[src/rtl/uart_receiver_if.sv]
// Serial receive interface: line and tick in, received word and status pulses out.
// The parity_err signal exists only when UART_RX_PARITY_EN is defined.
interface uart_receiver_if #(
  parameter int DATA_BITS = 8
);
  logic                 s_tick;
  logic                 rx;
  logic [DATA_BITS-1:0] rx_dout;
  logic                 rx_done_tick;
  logic                 frame_err;
  logic                 busy;
`ifdef UART_RX_PARITY_EN
  logic                 parity_err;

  modport master (output s_tick, rx,
                  input  rx_dout, rx_done_tick, frame_err, busy, parity_err);
  modport slave  (input  s_tick, rx,
                  output rx_dout, rx_done_tick, frame_err, busy, parity_err);
`else
  modport master (output s_tick, rx,
                  input  rx_dout, rx_done_tick, frame_err, busy);
  modport slave  (input  s_tick, rx,
                  output rx_dout, rx_done_tick, frame_err, busy);
`endif
endinterface

[src/rtl/uart_receiver.sv]
// 16x-oversampled UART receiver, LSB first, configurable data and stop length.
// Optional parity stage enabled by defining UART_RX_PARITY_EN.
module uart_receiver #(
  parameter int DATA_BITS      = 8,
  parameter int STOP_BIT_TICKS = 16,
  parameter int PARITY_ODD     = 0
) (
  input logic           clk,
  input logic           reset_n,
  uart_receiver_if.slave rx_if
);

  localparam int SW = ($clog2(STOP_BIT_TICKS) > 4) ? $clog2(STOP_BIT_TICKS) : 4;
  localparam int NW = (DATA_BITS > 1) ? $clog2(DATA_BITS) : 1;

  localparam logic [SW-1:0] S_MID  = SW'(7);
  localparam logic [SW-1:0] S_BIT  = SW'(15);
  localparam logic [SW-1:0] S_STOP = SW'(STOP_BIT_TICKS - 1);
  localparam logic [NW-1:0] N_LAST = NW'(DATA_BITS - 1);

  typedef enum logic [2:0] {
    IDLE,
    START,
    DATA,
`ifdef UART_RX_PARITY_EN
    PARITY,
`endif
    STOP
  } state_t;

  state_t               state_q;
  logic [1:0]           rx_sync_q;
  logic [SW-1:0]        s_q;
  logic [NW-1:0]        n_q;
  logic [DATA_BITS-1:0] shreg_q;
  logic [DATA_BITS-1:0] dout_q;
  logic                 done_q;
  logic                 ferr_q;
  logic                 rx_s;
`ifdef UART_RX_PARITY_EN
  localparam logic PAR_SENSE = PARITY_ODD[0];
  logic                 par_q;
  logic                 perr_q;
`endif

  assign rx_s = rx_sync_q[1];

  always_ff @(posedge clk or negedge reset_n) begin
    if (!reset_n) begin
      state_q   <= IDLE;
      rx_sync_q <= 2'b11;
      s_q       <= '0;
      n_q       <= '0;
      shreg_q   <= '0;
      dout_q    <= '0;
      done_q    <= 1'b0;
      ferr_q    <= 1'b0;
`ifdef UART_RX_PARITY_EN
      par_q     <= 1'b0;
      perr_q    <= 1'b0;
`endif
    end else begin
      rx_sync_q <= {rx_sync_q[0], rx_if.rx};
      done_q    <= 1'b0;
      ferr_q    <= 1'b0;
`ifdef UART_RX_PARITY_EN
      perr_q    <= 1'b0;
`endif
      case (state_q)
        IDLE: begin
          if (!rx_s) begin
            state_q <= START;
            s_q     <= '0;
          end
        end
        // Start bit is re-checked at its midpoint so short glitches are dropped.
        START: begin
          if (rx_if.s_tick) begin
            if (s_q == S_MID) begin
              if (!rx_s) begin
                state_q <= DATA;
                s_q     <= '0;
                n_q     <= '0;
              end else begin
                state_q <= IDLE;
              end
            end else begin
              s_q <= s_q + 1'b1;
            end
          end
        end
        DATA: begin
          if (rx_if.s_tick) begin
            if (s_q == S_BIT) begin
              s_q     <= '0;
              shreg_q <= {rx_s, shreg_q[DATA_BITS-1:1]};
              if (n_q == N_LAST) begin
`ifdef UART_RX_PARITY_EN
                state_q <= PARITY;
`else
                state_q <= STOP;
`endif
              end else begin
                n_q <= n_q + 1'b1;
              end
            end else begin
              s_q <= s_q + 1'b1;
            end
          end
        end
`ifdef UART_RX_PARITY_EN
        PARITY: begin
          if (rx_if.s_tick) begin
            if (s_q == S_BIT) begin
              par_q   <= rx_s;
              s_q     <= '0;
              state_q <= STOP;
            end else begin
              s_q <= s_q + 1'b1;
            end
          end
        end
`endif
        // The word is published even when the stop bit is bad; frame_err flags it.
        STOP: begin
          if (rx_if.s_tick) begin
            if (s_q == S_STOP) begin
              dout_q  <= shreg_q;
              done_q  <= 1'b1;
              ferr_q  <= !rx_s;
`ifdef UART_RX_PARITY_EN
              perr_q  <= ((^shreg_q) ^ par_q) != PAR_SENSE;
`endif
              s_q     <= '0;
              state_q <= IDLE;
            end else begin
              s_q <= s_q + 1'b1;
            end
          end
        end
        default: state_q <= IDLE;
      endcase
    end
  end

  assign rx_if.rx_dout      = dout_q;
  assign rx_if.rx_done_tick = done_q;
  assign rx_if.frame_err    = ferr_q;
  assign rx_if.busy         = (state_q != IDLE);
`ifdef UART_RX_PARITY_EN
  assign rx_if.parity_err   = perr_q;
`endif

endmodule

[src/flat_wrapper.sv]
// flat-port wrapper written by rule: the top's interface ports become plain ports
module uart_receiver_flat 
#(
  parameter int DATA_BITS      = 8,
  parameter int STOP_BIT_TICKS = 16,
  parameter int PARITY_ODD     = 0
)
  (clk, reset_n, rx_if_s_tick, rx_if_rx, rx_if_rx_dout, rx_if_rx_done_tick, rx_if_frame_err, rx_if_busy);
  uart_receiver_if #(.DATA_BITS(DATA_BITS)) rx_if_i ();
  input logic clk;
  input logic reset_n;
  input wire logic [$bits(rx_if_i.s_tick)-1:0] rx_if_s_tick;
  input wire logic [$bits(rx_if_i.rx)-1:0] rx_if_rx;
  output wire logic [$bits(rx_if_i.rx_dout)-1:0] rx_if_rx_dout;
  output wire logic [$bits(rx_if_i.rx_done_tick)-1:0] rx_if_rx_done_tick;
  output wire logic [$bits(rx_if_i.frame_err)-1:0] rx_if_frame_err;
  output wire logic [$bits(rx_if_i.busy)-1:0] rx_if_busy;
  assign rx_if_i.s_tick = rx_if_s_tick;
  assign rx_if_i.rx = rx_if_rx;
  assign rx_if_rx_dout = rx_if_i.rx_dout;
  assign rx_if_rx_done_tick = rx_if_i.rx_done_tick;
  assign rx_if_frame_err = rx_if_i.frame_err;
  assign rx_if_busy = rx_if_i.busy;
  uart_receiver #(.DATA_BITS(DATA_BITS), .STOP_BIT_TICKS(STOP_BIT_TICKS), .PARITY_ODD(PARITY_ODD)) u_core (.clk(clk), .reset_n(reset_n), .rx_if(rx_if_i));
endmodule
[config.mk]
export PLATFORM = sky130hd
export DESIGN_NAME = uart_receiver_flat
export DESIGN_NICKNAME = d
export VERILOG_FILES = /design/src/rtl/uart_receiver_if.sv /design/src/rtl/uart_receiver.sv /design/src/flat_wrapper.sv
export SDC_FILE = /design/constraint.sdc
export NUM_CORES = 1
export LEC_CHECK = 0
export ABC_AREA = 1
export BUFFER_PORTS_ARGS = -buffer_cell sky130_fd_sc_hd__buf_4
export CORE_ASPECT_RATIO = 1.2
export CORE_MARGIN = 2
export CORE_UTILIZATION = 60
export CTS_BUF_LIST = sky130_fd_sc_hd__clkbuf_8
export CTS_CLUSTER_DIAMETER = 80
export DETAILED_ROUTE_END_ITERATION = 10
export PLACE_DENSITY = 0.81
export SLEW_MARGIN = 30
export SYNTH_ARGS = -nofsm -noshare
export SYNTH_HDL_FRONTEND = slang
export SYNTH_SLANG_ARGS = --single-unit
[constraint.sdc]
create_clock -name clk -period 2.1 [get_ports clk]
set_clock_uncertainty 0.1 [all_clocks]
set_input_delay 0.105 -clock clk [delete_from_list [all_inputs] [get_ports clk]]
set_output_delay 0.105 -clock clk [all_outputs]
set_load 0.01 [all_outputs]
# Yosys cells after proc, flatten, opt, wreduce, memory -nomap -nowiden
# Cells that the tools add are included.
# totals
inputBits	4
elab_cells	67
regBits	30
# classes
reduce_logical	11
eq_ne	17
addsub	2
n_mux	29
# ops
op	count
$mux 3	14
$mux 4	5
$ne 2x2->1 const B	6
$pmux 3 s4	1
$pmux 4 s3	1
$ne 2x1->1 const B	5
$reduce_and 3->1	3
$reduce_and 8->1	1
$reduce_and 7->1	1
$eq 3x2->1 const B	2
$mux 1	6
$pmux 3 s2	1
$reduce_bool 3->1	2
$add 4x1->4 const B	1
$eq 4x3->1 const B	1
$eq 4x4->1 const B	1
$add 3x1->3 const B	1
$eq 3x1->1 const B	1
$eq 3x3->1 const B	1
$logic_not 3->1	1
$mux 2	1
$reduce_bool 2->1	1
$reduce_or 2->1	1
$logic_not 1->1	1

# Logic depth before layout (Yosys ltp)
# depth
depth_word	5
mapped_depth	8

# Least setup slack after synthesis
# Ideal clock, no wire load.
# synth_timing
kind	register to register
start	register u_core.n_q[0]
end	register u_core.n_q[0]
arrival_time_ps	1308
stages_incl_launch_ff	8
period_less_slack_ps	1525
required_time_ps	1884
setup_time_ps	116
path_slack_ps	575
path_cell_list	dfrtp_1 ha_1 ha_1 nand3b_2 a21oi_2 nand2_1 nand2_1 nand2_1
# synth_via
elab_chain_len	5
word_cells_on_any_way	8
classes_between	add/sub (1); eq/ne (2); mux (4); reduce/logical (1)
# synth_rtl
element	line	rtl
start, declared	uart_receiver.sv:34	logic [NW-1:0] n_q;
start signal, assigned	uart_receiver.sv:104	n_q <= n_q + 1'b1;
$add 3x1->3	uart_receiver.sv:104	
$mux 3	uart_receiver.sv:97	if (n_q == N_LAST) begin
$mux 3	uart_receiver.sv:94	if (s_q == S_BIT) begin
$mux 3	uart_receiver.sv:93	if (rx_if.s_tick) begin
$pmux 3 s2	uart_receiver.sv:69	case (state_q)
# Parallel ways exist; a longest one is shown, timed or not. The select of a mux whose other input is x is not followed.
# A chain may end at the register's enable or synchronous reset.

# Worst setup path after layout
# Same ends and word-level chain as after synthesis.

==> key figures <==
Logic synthesis
  • Yosys top cell area share: 47.41%
  • Avg Cell Area, Syn: between 9 and 10 um^2
  • Post-synth EDFFs: 0
  • Post-synth ARST share: between 90% and 100%
  • Yosys cell types: 27
  • Post-synth net total: 154
  • Largest area contributor in the netlist: dfrtp_1
  • Syn. warnings: 0
  • Sequential area share after synthesis: 51.10%
  • Count of state elements after synthesis: 29
  • Top_reg_cell synth: dfrtp_1
  • Area contributors post-synth: dfrtp_1 47%, nand2_1 9.5%, o21ai_2 6.1%
  • Most frequent cells after synthesis: 36 x nand2_1, 27 x dfrtp_1, 14 x inv_1
  • Netlist area before placement: 1425 um^2
  • Most numerous cell in the Yosys netlist: nand2_1
  • Cells after Synth: 147

STA
  • Tmin final: 1653 ps
  • Worst Tran Pin Value: between 400 and 500 ps
  • Final setup vio count: 0
  • Final period utilization: between 70% and 80%
  • Final Hold Fails: 0
  • Fin Setup TNS: 0 ps
  • Slew Limit Fails: 0
  • Setup repair after global routing missed its margin: no
  • Slew HR: 72.59%
  • Fmax: between 600 and 700 MHz

Hold path
  • Min-delay worst type: primary input to flop

Pwr
  • Max VDD drop: 0.6980 mV
  • Pwr dens: 1013 nW/um^2
  • Leak: 0.9253 nW
  • Power Total: 1.689 mW

Die
  • Die ar.: 2783 um^2
  • Die span in y: 57.39 um
  • Cell row count: 19
  • Top-Level Pins: 15
  • Initial Utilization: around 62%
  • Die W: slightly below 50 um
  • Core area: 2282 um^2

CTS
  • Clk_lat worst skew: 280 ps
  • H-tree levels: 2
  • CTS tree: done
  • CTS Root Cell: clkbuf_8
  • Num CTS Buffers: 5
  • Clock slew at reported path FFs: 60 ps
  • Num Clock Sinks: 29
  • Postcts setup bufs: 0
  • CTS max path bufs: 2

Cells and area
  • Final Net Count: 173
  • Finished Layout Cells: around 200
  • FF/Latch Area: 728.2 um^2
  • Post-layout util: 73.03%
  • ANT cells: 0
  • Area grow syn2layout: 16.94%
  • Share of cells above drive strength 1: 31.74%
  • Post-Layout Inst Area: 1667 um^2
  • Area of the multi-input gates: between 500 and 600 um^2
  • Filler instances: 175

Route
  • Vias per Instance: 4.980
  • Final ANT Viol Nets: 0
  • Wire length per cell: about 12 um
  • Total routed wirelength: 2.387 mm
  • Drc violations: 0
  • Via count: 986
  • Starting DRT DRC Count: 29
  • First-pass DRT Iterations: 4

Placement
  • IO buf count: 14
  • Placed Cells: roughly 190
  • Post-placement cell area: between 1500 and 2000 um^2
  • Detailed Place HPWL: roughly 1.7 mm
  • Final GP Congestion: 0.8351

Global routing
  • Vias in the first global route: 1,022
  • Tot GR Track Use: a little over a fifth
  • Initial antenna violation count: 0
  • Global-route wire length before repair: 4.347 mm
  • GRT overflow: 0
  • Largest net degree at the start of global routing: 30

Setup path
  • Startpoint Class: flop
  • Crit Path Max Fanout: 4
  • Crit end category: flop
  • CP Class: flop to flop
  • CP required: 2170 ps
  • Worst EP arrival: 1720 ps

Flow run
  • Number of max-cap violations: 0

Outcome
  • Outcome: finished, final reports clean
sequential cells by signal (all words and copies together) (netlist names):
name and cells:
u_core.state_q 2, u_core.shreg_q 8, u_core.rx_if.frame_err 1, u_core.rx_if.rx_done_tick 1
u_core.rx_sync_q 2, u_core.s_q 4, u_core.rx_if.rx_dout 8, u_core.n_q 3
timing repair:
item	4_1_cts	5_1_grt
resized for setup	0	0
endpoints found under the hold margin	30	0
hold buffers	2	0
cell families after synthesis:
family | after synthesis | share of synthesized area [%]
fa+ha+maj | 3 | 2.634
simple gates | 71 | 28.01
xor+xnor | 1 | 0.6147
compound gates | 20 | 9.920
buf+inv | 23 | 7.726
flops | 29 | 51.10
critical path, cell delays in order, from the launching register on:
cell,delay [ps]
dfrtp_1,390
ha_1,200
ha_1,180
nand3b_2,220
a21oi_2,210
nand2_1,110
nand2_1,70
nand2_1,50
report_power, final:
group	internal (mW)	switching, mW
registers	0.619	0.0793
clock network	0.381	0.203
logic	0.154	0.253
total	1.15	0.535
path summary, 6_finish.rpt:
check                                    startpoint             endpoint  slack, ps  cells past startpoint
worst max-delay path                  u_core.n_q[0]        u_core.n_q[0]        450                      7
worst min-delay path                   rx_if_s_tick        u_core.s_q[3]         60                      3
worst max register to register        u_core.n_q[0]        u_core.n_q[0]        450                      7
worst min register to register  u_core.rx_sync_q[0]  u_core.rx_sync_q[1]        260                      0
max in group asynchronous                   reset_n  u_core.rx_sync_q[1]       1410                      2
min in group asynchronous                   reset_n        u_core.n_q[1]        180                      2
final cells by class:
cell class | instances | share of cell area, %
timing repair buffer | 16 | 7.508
inverter | 19 | 4.279
sequential | 29 | 43.69
clock inverter | 2 | 2.027
tap | 31 | 2.327
multi-input combinational | 95 | 35.21
clock buffer | 6 | 4.955
layer usage:
layer / share of wire, % / wire, um / vias to the layer above / GRT usage (%)
li1: - / - / 504 / -
met1: 41 / 981 / 461 / 23.37
met2: 53 / 1255 / 15 / 35.52
met3: 3.0 / 72 / 6 / 4.974
met4: 3.2 / 77 / 0 / 15.51
met5: 0 / 0 / - / 0
placed cells by master (no fill, tap or decap), drive strengths merged, types with 3 or more instances in the layout:
master	n
dfrtp	27
o21ai	18
nor2	14
clkbuf	6
ha	3
nand3	10
nand3b	3
nand2	43
inv	18
buf	14
through the flow:
step | hold WS [ps] | setup slack (ps)
6_report | 62.41 | 447.2
5_1_grt | 68.53 | 357.6
4_1_cts | 57.13 | 435.8
3_5_place_dp | -52.55 | 460.8
3_3_place_gp | -56.99 | 524.7
2_1_floorplan | -290.6 | 575.2
Power figures use the tool's default switching activity.
